**src/rtl/lc3_mem_pkg.sv**
```systemverilog
// Shared types and widths for the LC-3 memory access path.
package lc3_mem_pkg;

  typedef enum logic [1:0] {
    IDLE   = 2'd0,
    ACCESS = 2'd1,
    DONE   = 2'd2
  } mem_state_t;

  localparam int WORD_W = 16;
  localparam int ADDR_W = 16;

  // Counter width able to hold every value 0..n.
  function automatic int cnt_width(input int n);
    return (n < 1) ? 1 : $clog2(n + 1);
  endfunction

endpackage

```
**src/rtl/mem_access_seq_wait_counter.sv**
```systemverilog
// Loadable down-counter that times the SRAM wait states; stops at zero.
module wait_counter #(
  parameter int W = 2
) (
  input  logic         Clk,
  input  logic         Reset,
  input  logic         load,
  input  logic [W-1:0] load_val,
  input  logic         dec,
  output logic         zero
);

  logic [W-1:0] cnt;

  // No wrap: once at zero it stays there until the next load.
  always_ff @(posedge Clk) begin
    if (Reset)                 cnt <= '0;
    else if (load)             cnt <= load_val;
    else if (dec && cnt != '0) cnt <= cnt - 1'b1;
  end

  assign zero = (cnt == '0);

endmodule

```
**src/rtl/mem_access_seq.sv**
```systemverilog
// SRAM access sequencer: one request per memory cycle, fixed wait states, MDR load on reads.
module mem_access_seq
  import lc3_mem_pkg::*;
#(
  parameter int WAIT_CYCLES = 2,
  parameter int ADDR_W      = 16,
  parameter int DATA_W      = 16
) (
  input  logic              Clk,
  input  logic              Reset,
  input  logic              req_valid,
  input  logic              req_we,
  input  logic [ADDR_W-1:0] req_addr,
  input  logic [DATA_W-1:0] req_wdata,
  output logic              req_ready,
  output logic              mem_ce,
  output logic              mem_we,
  output logic [ADDR_W-1:0] mem_addr,
  output logic [DATA_W-1:0] mem_wdata,
  input  logic [DATA_W-1:0] mem_rdata,
  output logic [DATA_W-1:0] mdr_d,
  output logic              mdr_ld,
  output logic              done
);

  localparam int              CNT_W  = cnt_width(WAIT_CYCLES);
  localparam logic [CNT_W-1:0] RELOAD = CNT_W'(WAIT_CYCLES - 1);

  mem_state_t        state;
  logic              we_q;
  logic [ADDR_W-1:0] addr_q;
  logic [DATA_W-1:0] wdata_q;
  logic [DATA_W-1:0] mdr_q;
  logic              accept;
  logic              cnt_zero;

  assign accept = (state == IDLE) && req_valid;

  wait_counter #(.W(CNT_W)) u_wait (
    .Clk      (Clk),
    .Reset    (Reset),
    .load     (accept),
    .load_val (RELOAD),
    .dec      (state == ACCESS),
    .zero     (cnt_zero)
  );

  // Requests are latched on acceptance so the control FSM may move on immediately.
  always_ff @(posedge Clk) begin
    if (Reset) begin
      state   <= IDLE;
      we_q    <= 1'b0;
      addr_q  <= '0;
      wdata_q <= '0;
      mdr_q   <= '0;
    end else begin
      case (state)
        IDLE: begin
          if (req_valid) begin
            we_q    <= req_we;
            addr_q  <= req_addr;
            wdata_q <= req_wdata;
            state   <= ACCESS;
          end
        end
        ACCESS: begin
          if (cnt_zero) begin
            if (!we_q) mdr_q <= mem_rdata;
            state <= DONE;
          end
        end
        DONE:    state <= IDLE;
        default: state <= IDLE;
      endcase
    end
  end

  assign req_ready = (state == IDLE);
  assign mem_ce    = (state == ACCESS);
  assign mem_we    = (state == ACCESS) && we_q;
  assign mem_addr  = addr_q;
  assign mem_wdata = wdata_q;
  assign mdr_d     = mdr_q;
  assign done      = (state == DONE);
  assign mdr_ld    = (state == DONE) && !we_q;

endmodule

```
**config.mk**
```make
export PLATFORM = sky130hd
export DESIGN_NAME = mem_access_seq
export DESIGN_NICKNAME = d
export VERILOG_FILES = /design/src/rtl/lc3_mem_pkg.sv /design/src/rtl/mem_access_seq_wait_counter.sv /design/src/rtl/mem_access_seq.sv
export SDC_FILE = /design/constraint.sdc
export NUM_CORES = 1
export LEC_CHECK = 0
export ABC_AREA = 1
export BUFFER_PORTS_ARGS = -buffer_cell sky130_fd_sc_hd__buf_2
export CAP_MARGIN = 10
export CORE_MARGIN = 3
export CORE_UTILIZATION = 42
export CTS_CLUSTER_SIZE = 40
export DETAILED_ROUTE_END_ITERATION = 10
export HOLD_SLACK_MARGIN = 0.05
export PLACE_DENSITY = 0.76
export SLEW_MARGIN = 25
export SYNTH_ARGS = -nofsm -noshare
export SYNTH_HDL_FRONTEND = slang
export SYNTH_HIERARCHICAL = 1
export SYNTH_SLANG_ARGS = --single-unit
```
**constraint.sdc**
```tcl
create_clock -name Clk -period 1.1 [get_ports Clk]
set_input_delay 0.22 -clock Clk [delete_from_list [all_inputs] [get_ports Clk]]
set_output_delay 0.22 -clock Clk [all_outputs]
set_load 0.01 [all_outputs]
```
# Yosys cells after proc, flatten, opt, wreduce, memory -nomap -nowiden
# Cells that the tools add are included.
# op_classes
bitwise	1
reduce_logical	13
n_addsub	1
mux	5
n_eq_ne	4
# op_table
op	count
$logic_and A1 B1 Y1	4
$logic_not A2 Y1	2
$mux W2	2
$ne A2 B2 Y1 const B	2
$pmux W2 S2	1
$reduce_and A2 Y1	2
$reduce_bool A2 Y1	2
$reduce_and A3 Y1	1
$eq A2 B1 Y1 const B	1
$eq A2 B2 Y1 const B	1
$mux W1	2
$reduce_or A2 Y1	1
$sub A2 B1 Y2 const B	1
$logic_not A1 Y1	1
$not A1 Y1	1
# word_totals
elab_cells	31
input_bits	52
register_bits	53

# Longest topological paths before layout
# depth
word_depth	4
depth_mapped	10
mapped_depth_nobuf	9

# By module
# The synthesis kept the hierarchy.
# by_module_without_submodules
mod	seq_area_each_um2	area_per_inst_um2	cells_each	n_inst
mem_access_seq	1021.0	2174.6	302	1
wait_counter	40.0	140.1	25	1

# Worst setup path before layout
# Ideal clock, no wire load.
# synth_timing
kind	register -> register
start	register u_wait.cnt[0]
end	register mdr_q[5] (netlist: mdr_d[5])
setup_slack_ps	-161
synth_period_minus_slack_ps	1261
n_path_buf	1
setup_time_ps	113
path_stages_with_launch	9
arrival_time_ps	1148
path_cell_list	dfxtp_1 inv_1 ha_1 inv_1 nor2_2 buf_2 nand3_1 nand2_1 nor2_1
# synth_via
elab_chain_len	2
# synth_lines
item	line	source
start: declaration	mem_access_seq_wait_counter.sv:13	logic [W-1:0] cnt;
start signal: assignment	mem_access_seq_wait_counter.sv:18	else if (load) cnt <= load_val;
start signal: assignment	mem_access_seq_wait_counter.sv:19	else if (dec && cnt != '0) cnt <= cnt - 1'b1;
$logic_not A2 Y1	mem_access_seq_wait_counter.sv:22	assign zero = (cnt == '0);
net cnt_zero	mem_access_seq.sv:35	logic cnt_zero;
$reduce_and A3 Y1 (no line)	-	
end signal: assignment	mem_access_seq.sv:68	if (!we_q) mdr_q <= mem_rdata;
end: declaration	mem_access_seq.sv:33	logic [DATA_W-1:0] mdr_q;
# The timed path passes the listed nets, and every way through them passes these cells.
# A chain may end at the register's enable or synchronous reset.

# Worst setup path in the final report
# layout_timing
start	register state[0]
end	output port mem_ce
# layout_via
elab_chain_len	1
# layout_lines
item	line	source
start: declaration	mem_access_seq.sv:29	mem_state_t state;
start signal: assignment	mem_access_seq.sv:51	state <= IDLE;
start signal: assignment	mem_access_seq.sv:63	state <= ACCESS;
start signal: assignment	mem_access_seq.sv:69	state <= DONE;
$eq A2 B1 Y1	mem_access_seq.sv:79	assign mem_ce = (state == ACCESS);
end: declaration	mem_access_seq.sv:16	output logic mem_ce,
# Every way passes these cells.

==> out/metrics.yaml <==
timing:
  finalHoldViolCount: 0
  rsz0062_at_grt: "yes"
  min_period_ns: 1.31
  setup_violations: 56
  drv_slew: 0
  skew_ns: 0.00780
  max_freq_mhz: 763
  timing.final.crit_share_pct: 119
  tns_ns: -5.99
  setup_ws_ns: -0.211
setup_path:
  reg2reg_to: "mem_wdata[3]"
  cp.depth: 4
  reg2reg_from: "state[1]"
  worst_r2r_path_depth: 7
  path_cells: "inv_4 > nor2_4 > buf_12 > buf_6"
  cp-end-kind: "output port"
  crit_path_max_fanout: 5
  critPathArrivalTime_ns: 1.09
  cp-start-kind: "flip-flop"
  critPathMaxStageDelay_ns: 0.42
  crit_buf_inv: 3
  cp_data_required_time_ns: 0.88
  crit_family: "flip-flops"
  rrSetupSlack_ns: -0.15
  crit_type: "flip-flop to output port"
  crit_start: "state[0]"
  critical_path.slowest_cell: "dfxtp_4"
global_route:
  grt_use_met1_pct: 25.5
  overflow: 0
  grt_start_max_net_pins: 33
  met2_usage_pct: 40.1
  met3_usage_pct: 4.48
  busiest_layer: "met2"
  grt_use_total_pct: 21.7
  antenna_found_initial: 0
  grt_pass1_wl_um: 11000
  grt_pass1_vias: 2452
routing:
  wl_per_cell_um: 12.8
  drtPass1Iterations: 4
  drc_errors: 0
  viasPerCell: 4.67
  first_iter_violations: 87
  via_count: 2437
  drt_wl_total_um: 6700
  detail-route-antenna-nets: 0
layout:
  design_area_um2: 3550
  fin_nets: 504
  area_growth_pct: 53.2
  antenna_cells: 0
  layout-drive-gt1-share_pct: 42.5
  final_util_pct: 68.1
floorplanning:
  start_util_pct: 44.5
  ios: 105
  core_um2: 5200
  die_h_um: 80.2
  fp.dieW_um: 80.2
  row_count: 26
  dieArea_um2: 6440
synthesis:
  synthTopCellsByArea: "dfxtp_1 (46%), nor2_1 (17%), nand3b_1 (11%)"
  synth_area_leader_cell: "dfxtp_1"
  synth-adder-area-share_pct: 0.541
  synth_edf_count: 0
  synth_commonest_cells: "nor2_1 (103), nand2_1 (60), dfxtp_1 (53)"
  synth.distinct_cells: 20
  synth_top_family_by_area: "simple AND/OR/NAND/NOR gates"
  synth_compound_area_share_pct: 0.432
  synth_ff_type: "dfxtp_1"
  synthMuxAreaShare_pct: 0
  avgSynthCellArea_um2: 7.08
  yosysSeqAreaShare_pct: 45.8
  async_reset_ff_share_pct: 0
  syn_nets: 380
  synth_area_um2: 2310
  synth_cells: 327
  synth_top_area_share_pct: 45.8
  yosysMostFrequentCell: "nor2_1"
  synth_xor_area_share_pct: 0
  synth-simple-area-share_pct: 43.8
  synth_seq_cells: 53
  yosys_warnings: 6
pwr:
  power_frac_seq_pct: 44.7
  netSwitchingPower_mw: 1.60
  p_total_mw: 5.03
  vdd_drop_max_uv: 860
  p_leak_nw: 1.84
  p_sw_share_pct: 31.8
  p_per_area_nw_per_um2: 1420
  clkPwrFrac_pct: 21.2
  combPwrFrac_pct: 34.1
  cell_internal_pwr_mw: 3.43
clock_network:
  hold_buffers: 0
  cts_buffers: 5
  cts_max_path_buffers: 2
  cts_tree: "done"
  clock_latency_ns: 0.31
  htreeDepth: 2
  cts_sinks: 53
  path_clk_slew_ns: 0.09
  cts_root_buf: "clkbuf_8"
min_path:
  min_path_cells: 2
  hold_path.class: "input pin to flip-flop"
  hold_end: "state[0]"
  hp-start: "Reset"
flow_run:
  cap_violations: 0
run_status:
  status: "finished, violations left"
  violations: "setup timing"
place:
  io_buffers: 104
  gp_congestion: 0.764
  dp_slack_ns: -0.0652
  dp_hpwl_um: 4110
  placed_area_um2: 3030
-- worst max-delay path by stage --
stage	to
floorplan	u_wait/cnt[1]
global placement	mdr_d[2]
detailed placement	mem_wdata[0]
CTS	mem_we
global route	mem_ce
finish	mem_ce
-- layer usage --
metal	vias to the layer above	share of wire, %
met5	-	0
met2	85	50
met3	5	6.5
li1	1245	-
met4	0	0.70
met1	1102	43
-- cell type report --
class | instances | area (um^2)
inverter | 29 | 134
sequential | 53 | 1080
multi-input combinational | 227 | 1190
timing repair buffer | 135 | 982
clock buffer | 8 | 80.1
tap | 70 | 87.6
fill | 436 | 1660
-- flip-flops by register name, summed over array words and instances (netlist names) --
name        flops
mem_wdata      16
state           2
mdr_d          16
we_q            1
mem_addr       16
u_wait/cnt      2
-- kinds of logic (layout without fill, tap and decap cells) --
family / count (synthesis) / count (layout)
AOI/OAI and AO/OA: 2 / 2
other: 2 / 2
adders and majority gates: 1 / 1
DFF: 53 / 53
and+or+nand+nor: 222 / 222
buffers and inverters: 47 / 172
-- layout by cell type (no fill, tap or decap) --
cell and count:
nand3_2 2, clkbuf_8 5, buf_12 7, buf_4 10
nor2_1 84, nand3b_1 33, nand2_2 5, nand2_1 54
clkbuf_1 3, buf_2 102, buf_6 9, nand3_1 15
nor2_2 15, inv_1 21, inv_2 4, dfxtp_4 2
nand2_8 1, o21ai_0 1, clkinv_8 1, dfxtp_1 45
a21oi_2 1, inv_4 2, buf_8 3, buf_16 4
nand2_4 2, nor3_1 2, conb_1 2, dfxtp_2 6
inv_8 1, ha_4 1, nor2_4 9
-- timing repair --
| item | CTS | global route |
|---|---|---|
| gates cloned | 7 | 0 |
| endpoints found under the hold margin | 0 | 0 |
| buffers inserted | 12 | 3 |
| resized for setup | 41 | 36 |
| pin swaps | 18 | 17 |
| setup endpoints to repair | 48 | 57 |
-- power by group through the flow --
stage / logic, mW / clock network [mW] / registers [mW]
CTS: 1.74 / 1.10 / 2.23
detailed placement: 1.27 / 0 / 2.27
global route: 1.88 / 1.18 / 2.27
floorplan: 0.681 / 0 / 2.35
finish: 1.72 / 1.07 / 2.25
global placement: 1.25 / 0 / 2.26
-- stage by stage --
| stage | cells | hold slack, ns |
|---|---|---|
| 6_report | 522 | 0.116 |
| 5_1_grt | 522 | 0.113 |
| 4_1_cts | 525 | 0.113 |
| 3_5_place_dp | 498 | 0.438 |
| 3_3_place_gp | 498 | 0.430 |
| 2_1_floorplan | 327 | 0.279 |
Power figures use the tool's default switching activity.
